$ cat config.mk
export PLATFORM = sky130hd
export DESIGN_NAME = pwm_drive_responder
export DESIGN_NICKNAME = d
export VERILOG_FILES = /design/src/rtl/pwm_drive_responder.sv
export SDC_FILE = /design/constraint.sdc
export NUM_CORES = 1
export LEC_CHECK = 0
export CAP_MARGIN = 30
export CORE_MARGIN = 2
export CORE_UTILIZATION = 45
export DETAILED_ROUTE_END_ITERATION = 16
export PLACE_DENSITY = 0.77
export SLEW_MARGIN = 20
export SYNTH_ARGS = -nofsm -noshare
export SYNTH_HDL_FRONTEND = slang
export SYNTH_SLANG_ARGS = --single-unit
$ cat constraint.sdc
create_clock -name clock -period 2.28 [get_ports clock]
set_clock_uncertainty 0.2 [all_clocks]
set_input_delay 0.456 -clock clock [delete_from_list [all_inputs] [get_ports clock]]
set_output_delay 0.456 -clock clock [all_outputs]
set_load 0.02 [all_outputs]
$ cat src/rtl/pwm_drive_responder.sv
// pwm_drive_responder: receiving end of the motor PWM request interface.
// Drives the H-bridge PWM and direction pins and acknowledges every
// applied ratio with a one-clock pwm_done pulse. New ratios are taken
// only at period boundaries, so a pulse is never cut short.
// Optional build macro DEADTIME_EN adds a BRAKE state that holds the
// output low for DEADTIME_PERIODS whole periods on a direction reversal.
module pwm_drive_responder #(
  parameter int PRESCALE         = 8,  // clocks per PWM tick minus 1 (0..255)
  parameter int DEADTIME_PERIODS = 2   // brake length in periods (>= 1)
) (
  input  logic       clock,
  input  logic       reset_n,
  input  logic       pwm_enable,
  input  logic       pwm_update,
  input  logic [7:0] pwm_ratio,
  input  logic       pwm_direction,
  output logic       pwm_done,
  output logic       pwm_out,
  output logic       dir_out,
  output logic [7:0] applied_ratio
);

  localparam logic [7:0] PRESCALE_C  = 8'(PRESCALE);
  localparam logic [7:0] PERIOD_LAST = 8'd254;  // 255 ticks per period

`ifdef DEADTIME_EN
  localparam logic [7:0] DEAD_LAST = 8'(DEADTIME_PERIODS - 1);

  typedef enum logic [1:0] {IDLE, RUN, BRAKE} state_t;
`else
  typedef enum logic [1:0] {IDLE, RUN} state_t;
`endif

  state_t     state_reg, state_next;
  logic [7:0] presc_reg, presc_next;
  logic [7:0] period_reg, period_next;
  logic [7:0] applied_reg, applied_next;
  logic       dir_reg, dir_next;
  logic       done_reg, done_next;
  logic       pwm_reg, pwm_next;
`ifdef DEADTIME_EN
  logic [7:0] dead_reg, dead_next;
`endif

  logic       tick;
  logic       boundary;
  logic [7:0] presc_adv;
  logic [7:0] period_adv;

  // Free-running prescaler and period counter advance values.
  always_comb begin
    tick       = (presc_reg == PRESCALE_C);
    boundary   = tick && (period_reg == PERIOD_LAST);
    presc_adv  = tick ? 8'd0 : presc_reg + 8'd1;
    period_adv = period_reg;
    if (tick) begin
      period_adv = (period_reg == PERIOD_LAST) ? 8'd0 : period_reg + 8'd1;
    end
  end

  // Next-state and next-output logic; disable overrides everything last.
  always_comb begin
    state_next   = state_reg;
    presc_next   = presc_reg;
    period_next  = period_reg;
    applied_next = applied_reg;
    dir_next     = dir_reg;
    done_next    = 1'b0;
    pwm_next     = (state_reg == RUN) && (period_reg < applied_reg);
`ifdef DEADTIME_EN
    dead_next    = dead_reg;
`endif

    case (state_reg)
      IDLE: begin
        presc_next   = 8'd0;
        period_next  = 8'd0;
        applied_next = 8'd0;
        if (pwm_update) begin
          // First load after enable applies direction at once, no brake.
          state_next   = RUN;
          applied_next = pwm_ratio;
          dir_next     = pwm_direction;
          done_next    = 1'b1;
        end
      end

      RUN: begin
        presc_next  = presc_adv;
        period_next = period_adv;
        if (boundary && pwm_update) begin
`ifdef DEADTIME_EN
          if (pwm_direction != dir_reg) begin
            // Reversal: coast with the output low before flipping the bridge.
            state_next   = BRAKE;
            applied_next = 8'd0;
            dead_next    = 8'd0;
          end else begin
            applied_next = pwm_ratio;
            done_next    = 1'b1;
          end
`else
          applied_next = pwm_ratio;
          dir_next     = pwm_direction;
          done_next    = 1'b1;
`endif
        end
      end

`ifdef DEADTIME_EN
      BRAKE: begin
        presc_next   = presc_adv;
        period_next  = period_adv;
        applied_next = 8'd0;
        if (boundary) begin
          if (dead_reg == DEAD_LAST) begin
            // Brake over: take whatever is requested right now.
            state_next   = RUN;
            applied_next = pwm_ratio;
            dir_next     = pwm_direction;
            done_next    = 1'b1;
            dead_next    = 8'd0;
          end else begin
            dead_next = dead_reg + 8'd1;
          end
        end
      end
`endif

      default: begin
        state_next = IDLE;
      end
    endcase

    if (!pwm_enable) begin
      state_next   = IDLE;
      presc_next   = 8'd0;
      period_next  = 8'd0;
      applied_next = 8'd0;
      dir_next     = dir_reg;
      done_next    = 1'b0;
      pwm_next     = 1'b0;
`ifdef DEADTIME_EN
      dead_next    = 8'd0;
`endif
    end
  end

  // State and registered output update.
  always_ff @(posedge clock or negedge reset_n) begin
    if (!reset_n) begin
      state_reg   <= IDLE;
      presc_reg   <= 8'd0;
      period_reg  <= 8'd0;
      applied_reg <= 8'd0;
      dir_reg     <= 1'b0;
      done_reg    <= 1'b0;
      pwm_reg     <= 1'b0;
`ifdef DEADTIME_EN
      dead_reg    <= 8'd0;
`endif
    end else begin
      state_reg   <= state_next;
      presc_reg   <= presc_next;
      period_reg  <= period_next;
      applied_reg <= applied_next;
      dir_reg     <= dir_next;
      done_reg    <= done_next;
      pwm_reg     <= pwm_next;
`ifdef DEADTIME_EN
      dead_reg    <= dead_next;
`endif
    end
  end

  assign pwm_done      = done_reg;
  assign pwm_out       = pwm_reg;
  assign dir_out       = dir_reg;
  assign applied_ratio = applied_reg;

endmodule
==> metrics.yaml, run 1 <==
worst_setup_path:
  end_kind: "register"
  cp.required_ps: 2340
  r2r_end: "period_reg[7]"
  reg2reg_from: "presc_reg[0]"
  arrival_ps: 2200
  r2r_slack_ps: 140
  slowest_stage: "or4_1"
  cp-start-kind: "register"
  crit_chain: "inv_1 -> ha_1 -> nor4b_4 -> a21oi_2 -> or4_1 -> a21oi_1"
  ff2ff_path_depth: 6
  critical_path.max_stage_delay_ps: 510
  cp_max_fo: 14
  critPathKind: "register to register"
route:
  wl_mm: 2.83
  drt_iter0_drc: 78
  vias: 1124
  drt_pass1_iterations: 4
  vias_per_cell: 5.18
  final_antenna_net_count: 0
  route.detailed.drc: 0
  routedWlPerCell_um: 13.0
pwr:
  p_seq_frac: 0.574
  peakVddDrop_mv: 0.273
  power_leakage_nw: 0.779
  power_switching_mw: 0.231
  p_per_area_mw_per_mm2: 506
  clkPwrFrac: 0.269
  combPwrFrac: 0.157
  p_sw_frac: 0.253
  internal-power_mw: 0.682
timing:
  max_freq_mhz: 468
  hold_violations: 0
  setup_violations: 0
  fin_crit_sh: 0.937
  rsz0062_at_grt: "false"
  tns_ps: 0
  slew_headroom: 0.670
  layout_min_cycle_time_ps: 2140
  tightest_slew_ps: 494
  slew_viol_final: 0
floorplanning:
  rows: 20
  die_h_um: 61.5
  io_pins: 24
  initial_core_util: 0.480
  dieArea_mm2: 0.00379
  die_w_um: 61.5
  coreArea_mm2: 0.00310
clock_network:
  cts_num_sinks: 28
  postCtsResizedCells: 0
  htree_levels: 1
  postCtsHoldBufs: 0
  cts_tree: "done"
  cts.path.max_buffers: 2
  clock_latency_ps: 340
  post_cts_buffers: 0
  numCtsBuffers: 3
  root_buffer: "clkbuf_4"
  clk_pin_slew_worst_paths_ps: 150
finish:
  area_growth_pct: 21.2
  antenna_cells: 0
  fin_nets: 198
  fillers: 274
  instances_no_fill: 217
  drive_above_1_share: 0.0636
place:
  dp.cells: 213
  dp_hpwl_mm: 2.21
  port-buffer-count: 23
  gp_congestion: 0.804
logic_synthesis:
  synth_top_area_frac: 0.470
  synth_area_leaders: "dfrtp_1, ha_1, mux2i_1, nand2_1, inv_1"
  async_flop_share: 1.00
  ys_warn_count: 0
  synthCells: 147
  netlist_area_mm2: 0.00149
  synth_cell_types: 33
  synth_seq_area_share: 0.470
  synth_most_common_cell: "dfrtp_1"
  syn_area_per_cell_um2: 10.1
  synthTopCellsByCount: "dfrtp_1, nand2_1, inv_1"
  synth-edff-count: 0
  ys_ff_latch: 28
  syn-num-nets: 171
  synth.largest_area_cell: "dfrtp_1"
  synthFlopType: "dfrtp_1"
global_routing:
  grt_start_max_net_pins: 29
  track_usage: 0.170
  grt_pass1_vias: 1159
  antenna_found_initial: 0
  grt_remaining_overflow: 0
  grt_pass1_wl_mm: 4.76
flow_run:
  max_cap_viol_count: 0
outcome:
  status: "finished, final reports clean"
hold_path:
  hp-class: "primary input to asynchronous set/reset pin"
==> how the worst max path moves through the flow <==
stage | end | slack, ps | startpoint
finish | period_reg[7] | 140 | presc_reg[0]
global placement | period_reg[5] | 190 | pwm_enable
CTS | period_reg[7] | 160 | presc_reg[0]
detailed placement | period_reg[7] | 150 | pwm_enable
floorplan | dir_out | 410 | presc_reg[0]
global route | period_reg[7] | 70 | presc_reg[0]
==> stage by stage <==
stage	cell area [um2]	util	hold slack [ps]	setup WS [ps]	total power [mW]
floorplan	1490	-	-39.6	411	0.605
global placement	1770	0.571	287	190	0.676
detailed placement	1770	0.571	304	149	0.680
CTS	1810	0.582	276	164	0.920
global route	1810	0.582	303	74.1	0.960
finish	1810	0.582	260	144	0.914
==> critical path: cells and delay by family, from the launching register on <==
kind,cells,cell delay (ps)
fa+ha+maj,1,140
compound gates,2,380
buf+inv,1,80
flops,1,450
simple gates,2,800
==> metal layers <==
layer | share of wire | vias up | GRT usage
li1 | - | 565 | -
met3 | 0.030 | 5 | 0.0273
met5 | 0 | - | 0
met4 | 0.017 | 0 | 0.0699
met2 | 0.51 | 23 | 0.299
met1 | 0.44 | 531 | 0.205
==> power groups by stage <==
stage	sequential (mW)	combinational, mW	clock [mW]
after floorplan	0.552	0.0526	0
after global placement	0.533	0.142	0
after detailed placement	0.534	0.145	0
after CTS	0.525	0.146	0.249
after global routing	0.527	0.158	0.275
final	0.525	0.143	0.246
==> layout by cell type, fill, tap and decap left out, types with 2 or more instances in the layout <==
master           count
o21ai_0              6
nor2_1               6
dfrtp_1             28
clkdlybuf4s50_1     23
buf_4                2
and2_1               2
and3_1               3
nand3_1              6
xnor2_1              3
or3_1                4
clkbuf_4             3
o2111ai_1            2
mux2i_1              8
xor2_1               3
ha_1                11
nand2_1             21
inv_1               13
a21oi_1              9
o31ai_1              2
o21a_1               2
nand4_1              2
or4_1                2
==> logic make-up (layout without fill, tap and decap cells) <==
kind of cell | Yosys count | count (layout) | synth area share
and+or+nand+nor | 53 | 53 | 0.195
xor gates and xnor gates | 6 | 6 | 0.0353
DFF | 28 | 28 | 0.470
AOI/OAI and AO/OA | 24 | 24 | 0.0999
muxes | 9 | 9 | 0.0613
buffers and inverters | 16 | 42 | 0.0462
adders and majority gates | 11 | 11 | 0.0924
==> cell type report <==
class	instances	area [um2]	area share
multi-input combinational	103	721	0.399
inverter	13	48.8	0.0270
timing repair buffer	25	245	0.136
sequential	28	701	0.388
tap	44	55.1	0.0305
clock buffer	4	36.3	0.0201
No activity file was read; power rests on OpenSTA's default activity.
==> run 2, diff against run 1 <==
==> constraint.sdc (replaced) <==
create_clock -name clock -period 2.7 [get_ports clock]
set_clock_uncertainty 0.2 [all_clocks]
set_input_delay 0.54 -clock clock [delete_from_list [all_inputs] [get_ports clock]]
set_output_delay 0.54 -clock clock [all_outputs]
set_load 0.02 [all_outputs]
==> run 2 against run 1 <==
  * Non-clock buffer count decreased by 1
  * Count of clock-buffer cells in the layout unchanged
  * Critical path depth unchanged
  * First-iteration DRC count decreased by 82%
  * Setup slack improved by 430 ps
  * Fmax increased by 0.30%
  * Register-to-register slack improved by 430 ps
  * Core utilization decreased by 0.24 points
  * Final cell count decreased by 0.46%
  * Sequential power decreased by 16%
  * Global-route usage increased by 1.9 points
==> metrics.yaml, run 2 (synthesized netlist as in run 1, its figures left out) <==
pwr:
  p_seq_frac: 0.578  # was 0.574
  combPwrFrac: 0.159  # was 0.157
  p_per_area_mw_per_mm2: 426  # was 506 mW/mm2
  p_sw_frac: 0.249  # was 0.253
  internal-power_mw: 0.575  # was 0.682 mW
  peakVddDrop_mv: 0.226  # was 0.273 mV
  clkPwrFrac: 0.263  # was 0.269
  power_leakage_nw: 0.773  # was 0.779 nW
  power_switching_mw: 0.191  # was 0.231 mW
  p_total_mw: 0.766  # was 0.914 mW
clock_network:
  post_cts_buffers: 0  # unchanged
  clock_latency_ps: 320  # was 340 ps
  cts_num_sinks: 28  # unchanged
  cts_tree: "done"  # unchanged
  root_buffer: "clkbuf_4"  # unchanged
  cts.path.max_buffers: 2  # unchanged
  postCtsHoldBufs: 0  # unchanged
  htree_levels: 1  # unchanged
  clk_pin_slew_worst_paths_ps: 140  # was 150 ps
  numCtsBuffers: 3  # unchanged
  postCtsResizedCells: 0  # unchanged
floorplanning:
  io_pins: 24  # unchanged
  dieArea_mm2: 0.00379  # unchanged
  die_w_um: 61.5  # unchanged
  die_h_um: 61.5  # unchanged
  coreArea_mm2: 0.00310  # unchanged
  rows: 20  # unchanged
  initial_core_util: 0.480  # unchanged
place:
  dpl_cell_area_mm2: 0.00176  # was 0.00177 mm2
  gp_congestion: 0.798  # was 0.804
  dp_hpwl_mm: 2.33  # was 2.21 mm
  port-buffer-count: 23  # unchanged
finish:
  antenna_cells: 0  # unchanged
  area_growth_pct: 20.7  # was 21.2%
  final_common_cell: "dfrtp_1"  # unchanged
  mostFrequentLayoutCells: "dfrtp_1, clkdlybuf4s50_1, nand2_1"  # unchanged
  drive_above_1_share: 0.0581  # was 0.0636
  stdcell_area_mm2: 0.00180  # was 0.00181 mm2
  fin_nets: 197  # was 198
timing:
  rsz0062_at_grt: "false"  # unchanged
  fin_crit_sh: 0.789  # was 0.937
  layout_min_cycle_time_ps: 2130  # was 2140 ps
  slew_headroom: 0.628  # was 0.670
  tns_ps: 0  # unchanged
  max_freq_mhz: 470  # was 468 MHz
  setup_violations: 0  # unchanged
  slew_viol_final: 0  # unchanged
  hold_violations: 0  # unchanged
  tightest_slew_ps: 558  # was 494 ps
worst_setup_path:
  r2r_slack_ps: 570  # was 140 ps
  cp-start-kind: "register"  # unchanged
  reg2reg_from: "presc_reg[0]"  # unchanged
  end_kind: "register"  # unchanged
  arrival_ps: 2190  # was 2200 ps
  ff2ff_path_depth: 6  # unchanged
  cp_max_fo: 14  # unchanged
  critPathKind: "register to register"  # unchanged
  cp.required_ps: 2760  # was 2340 ps
  r2r_end: "period_reg[7]"  # unchanged
global_routing:
  grtUsageMet1: 0.225  # was 0.205
  grt_pass1_wl_mm: 5.31  # was 4.76 mm
  grt_pass1_vias: 1187  # was 1159
  track_usage: 0.189  # was 0.170
  grt-busiest-layer: "met2"  # unchanged
  use_met2: 0.358  # was 0.299
  grt_start_max_net_pins: 29  # unchanged
  grt_remaining_overflow: 0  # unchanged
  grt.met3_usage: 0.0273  # unchanged
  antenna_found_initial: 0  # unchanged
route:
  vias: 1122  # was 1124
  routedWlPerCell_um: 13.8  # was 13.0 um
  route.detailed.drc: 0  # unchanged
  drt_pass1_iterations: 4  # unchanged
  drt_iter0_drc: 14  # was 78
  vias_per_cell: 5.19  # was 5.18
  final_antenna_net_count: 0  # unchanged
  wl_mm: 2.97  # was 2.83 mm
hold_path:
  hold_path_depth: 1
  hold_end: "presc_reg[0]"
  hold_path_startpoint: "presc_reg[0]"
  hp-class: "register to register"  # was primary input to asynchronous set/reset pin
outcome:
  status: "finished, final reports clean"  # unchanged
flow_run:
  max_cap_viol_count: 0  # unchanged
-- run 2: cell count changes in the layout (fill, tap and decap cells not counted) --
cell and delta:
buf_4 -1
-- run 2: worst max path at each step --
stage                     cells past startpoint          endpoint  slack, ps    startpoint
after floorplan                               6           dir_out        830  presc_reg[0]
after global placement                        4  applied_ratio[3]        480    pwm_enable
after detailed placement                      4  applied_ratio[1]        420    pwm_enable
after CTS                                     6     period_reg[7]        560  presc_reg[0]
after global routing                          6     period_reg[7]        440  presc_reg[0]
final                                         6     period_reg[7]        570  presc_reg[0]
-- run 2: cell type report --
| cell class | instances | area, um2 |
|---|---|---|
| Fill cell | 300 | 1300 |
| Multi-Input combinational cell | 103 | 721 |
| Sequential cell | 28 | 701 |
| Timing Repair Buffer | 24 | 238 |
| Tap cell | 44 | 55.1 |
| Inverter | 13 | 48.8 |
| Clock buffer | 4 | 36.3 |
-- run 2: critical path: stages (launching register included) --
cell	delay, ps
dfrtp_1	450
inv_1	70
ha_1	140
nor4b_4	280
a21oi_2	230
or4_1	520
a21oi_1	170
-- run 2: power groups by stage --
stage | clock network [mW] | logic [mW] | registers (mW)
6_report | 0.202 | 0.122 | 0.443
5_1_grt | 0.223 | 0.136 | 0.445
4_1_cts | 0.209 | 0.124 | 0.443
3_5_place_dp | 0 | 0.123 | 0.451
3_3_place_gp | 0 | 0.119 | 0.450
2_1_floorplan | 0 | 0.0444 | 0.466
-- run 2: stage by stage --
stage / util / cells / setup slack [ps] / hold WS [ps]
after floorplan: - / 147 / 831 / 44.4
after global placement: 0.568 / 212 / 484 / 294
after detailed placement: 0.568 / 212 / 416 / 299
after CTS: 0.580 / 216 / 557 / 334
after global routing: 0.580 / 216 / 445 / 358
final: 0.580 / 216 / 570 / 329
-- run 2: layer usage --
| metal | share of wire | routed length (um) |
|---|---|---|
| met5 | 0 | 0 |
| met4 | 0.0061 | 18 |
| met3 | 0.027 | 80 |
| met2 | 0.55 | 1630 |
| met1 | 0.42 | 1240 |
==> run 3, diff against run 2 <==
--- a/config.mk
+++ b/config.mk
@@ -9,7 +9,7 @@
 export CORE_MARGIN = 2
 export CORE_UTILIZATION = 45
 export DETAILED_ROUTE_END_ITERATION = 16
-export PLACE_DENSITY = 0.77
+export PLACE_DENSITY = 0.8
 export SLEW_MARGIN = 20
 export SYNTH_ARGS = -nofsm -noshare
 export SYNTH_HDL_FRONTEND = slang
==> constraint.sdc (replaced) <==
create_clock -name clock -period 1.9 [get_ports clock]
set_clock_uncertainty 0.2 [all_clocks]
set_input_delay 0.38 -clock clock [delete_from_list [all_inputs] [get_ports clock]]
set_output_delay 0.38 -clock clock [all_outputs]
set_load 0.02 [all_outputs]
==> run 3 against run 2 <==
  * The run now ends with negative setup slack left
  * Design area increased by 12%
  * Combinational power increased by 57%
  * Via count grew 9.0%
  * First-iteration DRC count rose to 4.2 times the previous value
  * Non-clock buffer count rose by 24
  * Critical path depth rose by 1
  * Worst hold slack lost 130 ps
  * Power grew 39%
==> metrics.yaml, run 3 (synthesized netlist as in run 1, its figures left out) <==
floorplanning:
  rows: 20  # unchanged
  coreArea_mm2: 0.00310  # unchanged
  initial_core_util: 0.480  # unchanged
  die_w_um: 61.5  # unchanged
  die_h_um: 61.5  # unchanged
  dieArea_mm2: 0.00379  # unchanged
  io_pins: 24  # unchanged
timing:
  setup_ws_ps: -131  # was 570 ps
  setup_violations: 15  # was 0
  hold_violations: 0  # unchanged
  rsz0062_at_grt: "true"  # was false
  tns_ps: -1410  # was 0 ps
  layout_min_cycle_time_ps: 2030  # was 2130 ps
  max_freq_mhz: 492  # was 470 MHz
  hold_slack_ps: 197  # was 329 ps
  tightest_slew_ps: 438  # was 558 ps
  slew_headroom: 0.708  # was 0.628
  slew_viol_final: 0  # unchanged
  fin_crit_sh: 1.07  # was 0.789
global_routing:
  grt_remaining_overflow: 0  # unchanged
  antenna_found_initial: 0  # unchanged
  track_usage: 0.194  # was 0.189
  grt_start_max_net_pins: 29  # unchanged
  grt_pass1_vias: 1308  # was 1187
  grt_pass1_wl_mm: 5.51  # was 5.31 mm
worst_setup_path:
  r2r_slack_ps: -130  # was 570 ps
  critPathKind: "register to register"  # unchanged
  cp.required_ps: 1920  # was 2760 ps
  r2r_end: "dir_out"  # was period_reg[7]
  cp_max_fo: 3  # was 14
  cp-start-kind: "register"  # unchanged
  reg2reg_from: "presc_reg[0]"  # unchanged
  arrival_ps: 2050  # was 2190 ps
  ff2ff_path_depth: 7  # was 6
  end_kind: "register"  # unchanged
place:
  place_ws_ps: -123  # was 416 ps
  dpl_cell_area_mm2: 0.00193  # was 0.00176 mm2
  port-buffer-count: 23  # unchanged
  dp_hpwl_mm: 2.54  # was 2.33 mm
  gp_congestion: 0.756  # was 0.798
pwr:
  combPwrFrac: 0.180  # was 0.159
  power_switching_mw: 0.278  # was 0.191 mW
  p_seq_frac: 0.592  # was 0.578
  clkPwrFrac: 0.228  # was 0.263
  p_sw_frac: 0.262  # was 0.249
  power_leakage_nw: 0.989  # was 0.773 nW
  internal-power_mw: 0.785  # was 0.575 mW
  p_per_area_mw_per_mm2: 528  # was 426 mW/mm2
  peakVddDrop_mv: 0.267  # was 0.226 mV
finish:
  fin_nets: 221  # was 197
  fillers: 250  # was 300
  mostFrequentLayoutCells: "dfrtp_1, buf_4, nand2_1"  # was dfrtp_1, clkdlybuf4s50_1, nand2_1
  stdcell_area_mm2: 0.00201  # was 0.00180 mm2
  area_growth_pct: 35.2  # was 20.7%
  antenna_cells: 0  # unchanged
  drive_above_1_share: 0.185  # was 0.0581
  final_common_cell: "dfrtp_1"  # unchanged
route:
  routedWlPerCell_um: 13.7  # was 13.8 um
  drt_pass1_iterations: 4  # unchanged
  vias: 1223  # was 1122
  vias_per_cell: 5.12  # was 5.19
  route.detailed.drc: 0  # unchanged
  final_antenna_net_count: 0  # unchanged
  wl_mm: 3.26  # was 2.97 mm
  drt_iter0_drc: 59  # was 14
flow_run:
  max_cap_viol_count: 0  # unchanged
clock_network:
  htree_levels: 1  # unchanged
  postCtsHoldBufs: 0  # unchanged
  root_buffer: "clkbuf_4"  # unchanged
  numCtsBuffers: 3  # unchanged
  cts_num_sinks: 28  # unchanged
  cts.path.max_buffers: 2  # unchanged
  cts_tree: "done"  # unchanged
  clock_latency_ps: 330  # was 320 ps
  clk_pin_slew_worst_paths_ps: 150  # was 140 ps
outcome:
  violations: "negative setup slack"
  status: "complete, but fails checks"  # was finished, final reports clean
hold_path:
  hp-class: "primary input to asynchronous set/reset pin"  # was register to register
-- run 3: timing repair --
item / CTS / global route
gates resized for setup: 3 / 13
pin swaps: 0 / 1
setup buffers: 0 / 3
setup endpoints to repair: 14 / 22
-- run 3: critical path, cell delays in order (launching register included) --
cell	delay (ps)
dfrtp_1	420
inv_1	60
ha_1	140
nor4b_4	280
nand4bb_1	190
buf_4	180
a21oi_4	120
mux2_2	340
-- run 3: how the worst max path moves through the flow --
| stage | from | endpoint | slack, ps |
|---|---|---|---|
| floorplan | presc_reg[0] | dir_out | 30 |
| global placement | pwm_enable | period_reg[6] | -40 |
| detailed placement | pwm_enable | period_reg[6] | -120 |
| CTS | presc_reg[0] | period_reg[6] | -100 |
| global route | presc_reg[0] | applied_ratio[3] | -240 |
| finish | presc_reg[0] | dir_out | -130 |
-- run 3: cell type report --
class,count,area (um2),area share
Multi-Input combinational cell,103,746,0.370
Inverter,13,48.8,0.0242
Clock buffer,3,22.5,0.0112
Tap cell,44,55.1,0.0273
Timing Repair Buffer,48,442,0.219
Sequential cell,28,701,0.348
-- run 3: metrics by stage --
step / power, mW / util / cells
floorplan: 0.726 / - / 147
global placement: 0.825 / 0.623 / 233
detailed placement: 0.833 / 0.623 / 233
CTS: 1.07 / 0.629 / 236
global route: 1.11 / 0.649 / 239
finish: 1.06 / 0.649 / 239
-- run 3: power by group through the flow --
stage,Combinational (mW),Clock [mW],Sequential [mW]
4_1_cts,0.190,0.246,0.629
2_1_floorplan,0.0631,0,0.663
6_report,0.192,0.242,0.629
3_5_place_dp,0.192,0,0.640
3_3_place_gp,0.186,0,0.639
5_1_grt,0.210,0.265,0.631
-- run 3: layer usage --
layer  up-vias  global-route usage  routed length [um]
li1        607                   -                   -
met1       586               0.240                1420
met2        23               0.347                1680
met3         7              0.0273                 105
met4         0              0.0608                  59
met5         -                   0                   0
